$ cat src/rtl/ysyx_24110017_axi_master.sv
// ysyx_24110017_axi_master
// Bridges a simple core request/response handshake onto an AXI4-Lite style
// master port, with one transaction in flight at a time.
//
// Ports:
//   clock, reset          - single rising-edge clock, async active-high reset
//   req_*                 - core request (valid/ready, wen, addr, size, wdata, wstrb)
//   resp_*                - core response (valid/ready, rdata, err)
//   master_aw*/w*/b*      - AXI write address, write data and write response channels
//   master_ar*/r*         - AXI read address and read data channels
//
// A per-transaction watchdog aborts any channel wait after TIMEOUT cycles and
// returns an error response with zero read data. The abort intentionally drops
// valid/ready without a handshake, so it is a debug aid rather than a legal
// AXI recovery. ID/len/burst/last signals are tied off by the instantiating top.
module ysyx_24110017_axi_master #(
  parameter int TIMEOUT = 1023
) (
  input  logic        clock,
  input  logic        reset,
  input  logic        req_valid,
  output logic        req_ready,
  input  logic        req_wen,
  input  logic [31:0] req_addr,
  input  logic [2:0]  req_size,
  input  logic [31:0] req_wdata,
  input  logic [3:0]  req_wstrb,
  output logic        resp_valid,
  input  logic        resp_ready,
  output logic [31:0] resp_rdata,
  output logic        resp_err,
  input  logic        master_awready,
  output logic        master_awvalid,
  output logic [31:0] master_awaddr,
  output logic [2:0]  master_awsize,
  input  logic        master_wready,
  output logic        master_wvalid,
  output logic [31:0] master_wdata,
  output logic [3:0]  master_wstrb,
  output logic        master_bready,
  input  logic        master_bvalid,
  input  logic [1:0]  master_bresp,
  input  logic        master_arready,
  output logic        master_arvalid,
  output logic [31:0] master_araddr,
  output logic [2:0]  master_arsize,
  output logic        master_rready,
  input  logic        master_rvalid,
  input  logic [31:0] master_rdata,
  input  logic [1:0]  master_rresp
);

  localparam int CNT_W = (TIMEOUT < 2) ? 1 : $clog2(TIMEOUT + 1);
  // Terminal count: the TIMEOUT-th busy cycle sees this value.
  localparam logic [CNT_W-1:0] CNT_LAST = CNT_W'(TIMEOUT - 1);

  typedef enum logic [2:0] {
    IDLE  = 3'd0,
    RADDR = 3'd1,
    RDATA = 3'd2,
    WADDR = 3'd3,
    WRESP = 3'd4,
    DONE  = 3'd5
  } state_t;

  state_t           state_r, state_s;
  logic [CNT_W-1:0] cnt_r, cnt_s;
  logic             aw_done_r, aw_done_s;
  logic             w_done_r, w_done_s;
  logic [31:0]      rdata_r, rdata_s;
  logic             err_r, err_s;

  logic [31:0]      addr_r;
  logic [2:0]       size_r;
  logic [31:0]      wdata_r;
  logic [3:0]       wstrb_r;

  logic req_ready_r, arvalid_r, rready_r, awvalid_r, wvalid_r, bready_r, resp_valid_r;
  logic req_ready_s, arvalid_s, rready_s, awvalid_s, wvalid_s, bready_s, resp_valid_s;

  logic accept_s;
  logic busy_s;
  logic timeout_s;

  // Next-state, watchdog and response capture logic.
  always_comb begin
    state_s   = state_r;
    cnt_s     = cnt_r;
    aw_done_s = aw_done_r;
    w_done_s  = w_done_r;
    rdata_s   = rdata_r;
    err_s     = err_r;

    accept_s  = req_ready_r & req_valid;
    busy_s    = (state_r != IDLE) && (state_r != DONE);
    timeout_s = busy_s && (cnt_r == CNT_LAST);

    if (busy_s) begin
      cnt_s = cnt_r + CNT_W'(1);
    end else begin
      cnt_s = cnt_r;
    end

    case (state_r)
      IDLE: begin
        if (accept_s) begin
          cnt_s     = {CNT_W{1'b0}};
          aw_done_s = 1'b0;
          w_done_s  = 1'b0;
          rdata_s   = 32'h0000_0000;
          err_s     = 1'b0;
          state_s   = req_wen ? WADDR : RADDR;
        end else begin
          state_s = IDLE;
        end
      end
      RADDR: begin
        if (timeout_s) begin
          state_s = DONE;
          rdata_s = 32'h0000_0000;
          err_s   = 1'b1;
        end else if (arvalid_r && master_arready) begin
          state_s = RDATA;
        end else begin
          state_s = RADDR;
        end
      end
      RDATA: begin
        if (timeout_s) begin
          state_s = DONE;
          rdata_s = 32'h0000_0000;
          err_s   = 1'b1;
        end else if (rready_r && master_rvalid) begin
          state_s = DONE;
          rdata_s = master_rdata;
          err_s   = (master_rresp != 2'b00);
        end else begin
          state_s = RDATA;
        end
      end
      WADDR: begin
        // AW and W complete independently; each valid falls after its own handshake.
        aw_done_s = aw_done_r | (awvalid_r & master_awready);
        w_done_s  = w_done_r  | (wvalid_r  & master_wready);
        if (timeout_s) begin
          state_s = DONE;
          rdata_s = 32'h0000_0000;
          err_s   = 1'b1;
        end else if (aw_done_s && w_done_s) begin
          state_s = WRESP;
        end else begin
          state_s = WADDR;
        end
      end
      WRESP: begin
        if (timeout_s) begin
          state_s = DONE;
          rdata_s = 32'h0000_0000;
          err_s   = 1'b1;
        end else if (bready_r && master_bvalid) begin
          state_s = DONE;
          rdata_s = 32'h0000_0000;
          err_s   = (master_bresp != 2'b00);
        end else begin
          state_s = WRESP;
        end
      end
      DONE: begin
        if (resp_valid_r && resp_ready) begin
          state_s = IDLE;
        end else begin
          state_s = DONE;
        end
      end
      default: begin
        state_s = IDLE;
      end
    endcase

    // Handshake outputs are registered, so they follow the next state.
    req_ready_s  = (state_s == IDLE);
    arvalid_s    = (state_s == RADDR);
    rready_s     = (state_s == RDATA);
    awvalid_s    = (state_s == WADDR) && !aw_done_s;
    wvalid_s     = (state_s == WADDR) && !w_done_s;
    bready_s     = (state_s == WRESP);
    resp_valid_s = (state_s == DONE);
  end

  // State, watchdog, response and handshake-output registers.
  always_ff @(posedge clock or posedge reset) begin
    if (reset) begin
      state_r      <= IDLE;
      cnt_r        <= {CNT_W{1'b0}};
      aw_done_r    <= 1'b0;
      w_done_r     <= 1'b0;
      rdata_r      <= 32'h0000_0000;
      err_r        <= 1'b0;
      req_ready_r  <= 1'b0;
      arvalid_r    <= 1'b0;
      rready_r     <= 1'b0;
      awvalid_r    <= 1'b0;
      wvalid_r     <= 1'b0;
      bready_r     <= 1'b0;
      resp_valid_r <= 1'b0;
    end else begin
      state_r      <= state_s;
      cnt_r        <= cnt_s;
      aw_done_r    <= aw_done_s;
      w_done_r     <= w_done_s;
      rdata_r      <= rdata_s;
      err_r        <= err_s;
      req_ready_r  <= req_ready_s;
      arvalid_r    <= arvalid_s;
      rready_r     <= rready_s;
      awvalid_r    <= awvalid_s;
      wvalid_r     <= wvalid_s;
      bready_r     <= bready_s;
      resp_valid_r <= resp_valid_s;
    end
  end

  // Request capture: the request bus is only sampled on the accept cycle.
  always_ff @(posedge clock or posedge reset) begin
    if (reset) begin
      addr_r  <= 32'h0000_0000;
      size_r  <= 3'b000;
      wdata_r <= 32'h0000_0000;
      wstrb_r <= 4'b0000;
    end else if (accept_s) begin
      addr_r  <= req_addr;
      size_r  <= req_size;
      wdata_r <= req_wdata;
      wstrb_r <= req_wstrb;
    end else begin
      addr_r  <= addr_r;
      size_r  <= size_r;
      wdata_r <= wdata_r;
      wstrb_r <= wstrb_r;
    end
  end

  assign req_ready      = req_ready_r;
  assign resp_valid     = resp_valid_r;
  assign resp_rdata     = rdata_r;
  assign resp_err       = err_r;
  assign master_awvalid = awvalid_r;
  assign master_awaddr  = addr_r;
  assign master_awsize  = size_r;
  assign master_wvalid  = wvalid_r;
  assign master_wdata   = wdata_r;
  assign master_wstrb   = wstrb_r;
  assign master_bready  = bready_r;
  assign master_arvalid = arvalid_r;
  assign master_araddr  = addr_r;
  assign master_arsize  = size_r;
  assign master_rready  = rready_r;

endmodule

$ cat config.mk
export PLATFORM = sky130hd
export DESIGN_NAME = ysyx_24110017_axi_master
export DESIGN_NICKNAME = d
export VERILOG_FILES = /design/src/rtl/ysyx_24110017_axi_master.sv
export SDC_FILE = /design/constraint.sdc
export NUM_CORES = 1
export LEC_CHECK = 0
export CELL_PAD_IN_SITES_DETAIL_PLACEMENT = 1
export CELL_PAD_IN_SITES_GLOBAL_PLACEMENT = 1
export CORE_UTILIZATION = 31
export CTS_BUF_LIST = sky130_fd_sc_hd__clkbuf_8 sky130_fd_sc_hd__clkbuf_16
export DETAILED_ROUTE_END_ITERATION = 16
export PLACE_DENSITY = 0.84
export SYNTH_ARGS = -nofsm -noshare
export SYNTH_HDL_FRONTEND = slang
export SYNTH_SLANG_ARGS = --single-unit
$ cat constraint.sdc
create_clock -name clock -period 5.8 [get_ports clock]
set_input_delay 1.45 -clock clock [delete_from_list [all_inputs] [get_ports clock]]
set_output_delay 1.45 -clock clock [all_outputs]
set_load 0.02 [all_outputs]
==> impl_metrics.env <==
export IMPL_run_status="completed"
export IMPL_area_of_the_multi_input_gates_um2=1940
export IMPL_tritoncts="built"
export IMPL_synth_enable_flop_cells=0
export IMPL_critPathCaptureType="flop"
export IMPL_port_buffers=262
export IMPL_avgViaCountPerCell=4.63
export IMPL_max_clock_path_buffers=2
export IMPL_setup_fix_bufs_post_cts=0
export IMPL_synth_cell_type_count=48
export IMPL_antenna_diode_count=0
export IMPL_routed_via_count=4324
export IMPL_drt_first_pass_iters=4
export IMPL_ys_seq_elements=126
export IMPL_count_of_routing_violations_after_the_opening_detailed_route_iteration=105
export IMPL_globalRouteTotalUtil_pct=19.0
export IMPL_worst_rel_slew_slack_pct=46.2
export IMPL_critPathRequiredTime_ns=6.09
export IMPL_timing_final_hold_violations=0
export IMPL_synthToLayoutAreaGrowth_pct=55.8
export IMPL_cap_viol_max_count=0
export IMPL_maximum_number_of_pins_on_one_net_before_global_route_repair=59
export IMPL_synth_simple_gate_area_share_pct=7.92
export IMPL_post_route_min_period_ns=3.29
export IMPL_wire_length_per_cell_after_detailed_routing_um=18.5
export IMPL_yosysWarningCount=0
export IMPL_max_freq_ghz=0.304
export IMPL_xor_xnor_fraction_of_synth_area_pct=1.24
export IMPL_cts_sinks=126
export IMPL_fin_worst_hold_slack_ns=0.507
export IMPL_crit_type="primary input to flop"
export IMPL_critical_path_max_fanout=38
export IMPL_ys_top_cells_by_area="sky130_fd_sc_hd__dfrtp_1 56%, sky130_fd_sc_hd__mux2_2 14%, sky130_fd_sc_hd__mux2i_1 5.9%, sky130_fd_sc_hd__buf_4 4.9%, sky130_fd_sc_hd__nand2_1 3.0%"
export IMPL_start_kind="primary input"
export IMPL_die_area_um2=18700
export IMPL_cts_buffers_inserted=17
export IMPL_final_cells=933
export IMPL_top_level_ports=263
export IMPL_postSynth_topFlopCell="sky130_fd_sc_hd__dfrtp_1"
export IMPL_timing_critical_path_arrival_ns=3.58
export IMPL_setup_skew_ns=0.00798
export IMPL_worst_hold_path_type="flop to flop"
export IMPL_drive_gt1_share_pct=16.9
export IMPL_slew_viol_final=0
export IMPL_synth_compound_area_share_pct=4.51
export IMPL_antenna_found_initial=0
export IMPL_avgSynthCellArea_um2=12.2
export IMPL_grt_setup_unrepaired="false"
export IMPL_hpwl_mm=12.9
export IMPL_synth_top_family_by_area="multiplexers"
export IMPL_synth_top_cell_area_share_pct=55.9
export IMPL_final_sum_of_negative_setup_slack_ns=0
export IMPL_leakage_component_of_the_power_nw=3.64
export IMPL_gp_congestion=0.834
export IMPL_final_nets=814
export IMPL_core_um2=17500
export IMPL_fill_cells=1856
export IMPL_antenna_left=0
export IMPL_post_synth_most_frequent_cells="126 x sky130_fd_sc_hd__dfrtp_1, 72 x sky130_fd_sc_hd__mux2_2, 45 x sky130_fd_sc_hd__nand2_1, 39 x sky130_fd_sc_hd__inv_1, 37 x sky130_fd_sc_hd__buf_4"
export IMPL_initial_utilization_pct=32.1
export IMPL_postSynthNetCount=583
export IMPL_hold_buffers=0
export IMPL_async_reset_ff_share_pct=100
export IMPL_wl_mm=17.3
export IMPL_root_buffer="sky130_fd_sc_hd__clkbuf_16"
export IMPL_global_route_overflow_total=0
export IMPL_power_per_cell_area_nw_per_um2=636
export IMPL_dpl_cell_area_um2=8180
export IMPL_first_global_vias=4761
export IMPL_row_count=48
export IMPL_power_mw=5.59
export IMPL_synthCells=464
export IMPL_drc_errors=0
export IMPL_yosysMostFrequentCell="sky130_fd_sc_hd__dfrtp_1"
export IMPL_ctsHtreeMaxLevel=4
export IMPL_synth_cell_area_um2=5640
export IMPL_synth_adder_area_share_pct=0.444
export IMPL_path_clk_slew_ns=0.06
export IMPL_final_seq_area_um2=3150
export IMPL_synth_mux_area_share_pct=20.2
export IMPL_final_min_period_over_clock_period_pct=56.7
export IMPL_setup_violations=0
export IMPL_post_cts_resized_instances=0
export IMPL_max_vdd_ir_drop_v=0.000278
export IMPL_insertion_delay_ns=0.42
export IMPL_synth_yosys_seq_area_share_pct=55.9
export IMPL_dieWidth_um=137
export IMPL_design_area_um2=8780
export IMPL_grt_first_pass_wirelength_mm=26.4
export IMPL_synth_largest_area_cell="sky130_fd_sc_hd__dfrtp_1"
export IMPL_die_height_um=137
export IMPL_worst_slew_pin_transition_ns=0.806
export IMPL_place_detailed_instances=901
-- logic make-up (layout without fill, tap and decap cells) --
| logic type | after synthesis | after routing |
|---|---|---|
| AO/OA/AOI/OAI | 36 | 36 |
| XOR/XNOR | 8 | 8 |
| adder cells (fa/ha/maj) | 2 | 2 |
| buffers and inverters | 94 | 338 |
| flip-flops | 126 | 126 |
| multiplexers | 105 | 105 |
| AND/OR/NAND/NOR | 93 | 93 |
-- cells in the final DEF, fill, tap and decap left out, types with 4 or more instances in the layout --
| cell | count |
|---|---|
| sky130_fd_sc_hd__a21oi_1 | 8 |
| sky130_fd_sc_hd__buf_4 | 5 |
| sky130_fd_sc_hd__clkbuf_16 | 17 |
| sky130_fd_sc_hd__clkdlybuf4s50_1 | 262 |
| sky130_fd_sc_hd__clkinvlp_4 | 5 |
| sky130_fd_sc_hd__dfrtp_1 | 126 |
| sky130_fd_sc_hd__inv_1 | 39 |
| sky130_fd_sc_hd__mux2_2 | 72 |
| sky130_fd_sc_hd__mux2i_1 | 33 |
| sky130_fd_sc_hd__nand2_1 | 45 |
| sky130_fd_sc_hd__nand3_1 | 9 |
| sky130_fd_sc_hd__nor2_1 | 17 |
| sky130_fd_sc_hd__nor3_1 | 4 |
| sky130_fd_sc_hd__o21ai_0 | 7 |
| sky130_fd_sc_hd__xor2_1 | 5 |
-- power breakdown --
group	internal, mW	switching (mW)	total, mW
Combinational	1.42	1.43	2.85
Clock	0.669	0.411	1.08
Sequential	1.31	0.351	1.66
-- sequential cells by signal (all words and copies together), names as in the netlist, 3 cells and up --
name,flops
master_araddr,32
master_wstrb,4
cnt_r,10
state_r,3
resp_rdata,32
master_arsize,3
master_wdata,32
-- layout make-up --
class	instances	area share (%)
clock buffer	20	5.31
multi-input combinational	244	22.1
clock inverter	12	1.55
inverter	39	1.69
tap	225	3.20
timing repair buffer	267	30.3
sequential	126	35.9
-- routing by layer --
metal	up-vias	share of wire [%]	global-route usage [%]
met3	16	5.9	4.89
met1	2171	39	21.5
met5	-	0	0
met4	0	1.0	5.74
met2	149	54	34.7
li1	1988	-	-
-- path summary, 6_finish.rpt --
kind	start	to	slack (ns)	cells past startpoint
max	req_valid	master_araddr[26]$_DFFE_PP0P_	2.51	4
min	master_wdata[10]$_DFFE_PP0P_	master_wdata[10]$_DFFE_PP0P_	0.51	1
max reg2reg	state_r[2]$_DFF_PP0_	resp_rdata[5]$_DFFE_PP0P_	3.15	5
min reg2reg	master_wdata[10]$_DFFE_PP0P_	master_wdata[10]$_DFFE_PP0P_	0.51	1
max in group asynchronous	reset	master_araddr[31]$_DFFE_PP0P_	3.07	3
min in group asynchronous	reset	master_wdata[16]$_DFFE_PP0P_	1.52	2
-- stage by stage --
step	utilization (%)	setup slack [ns]
after floorplan	-	0.994
after global placement	46.7	2.13
after detailed placement	46.7	2.07
after CTS	50.1	2.51
after global routing	50.1	2.37
final	50.1	2.51
-- worst max-delay path, cell delays in order --
cell and delay (ns):
sky130_fd_sc_hd__clkdlybuf4s50_1 0.48, sky130_fd_sc_hd__and2_2 0.66, sky130_fd_sc_hd__buf_4 0.54, sky130_fd_sc_hd__mux2_2 0.40
Note: power is estimated with default switching activity, not from simulation.
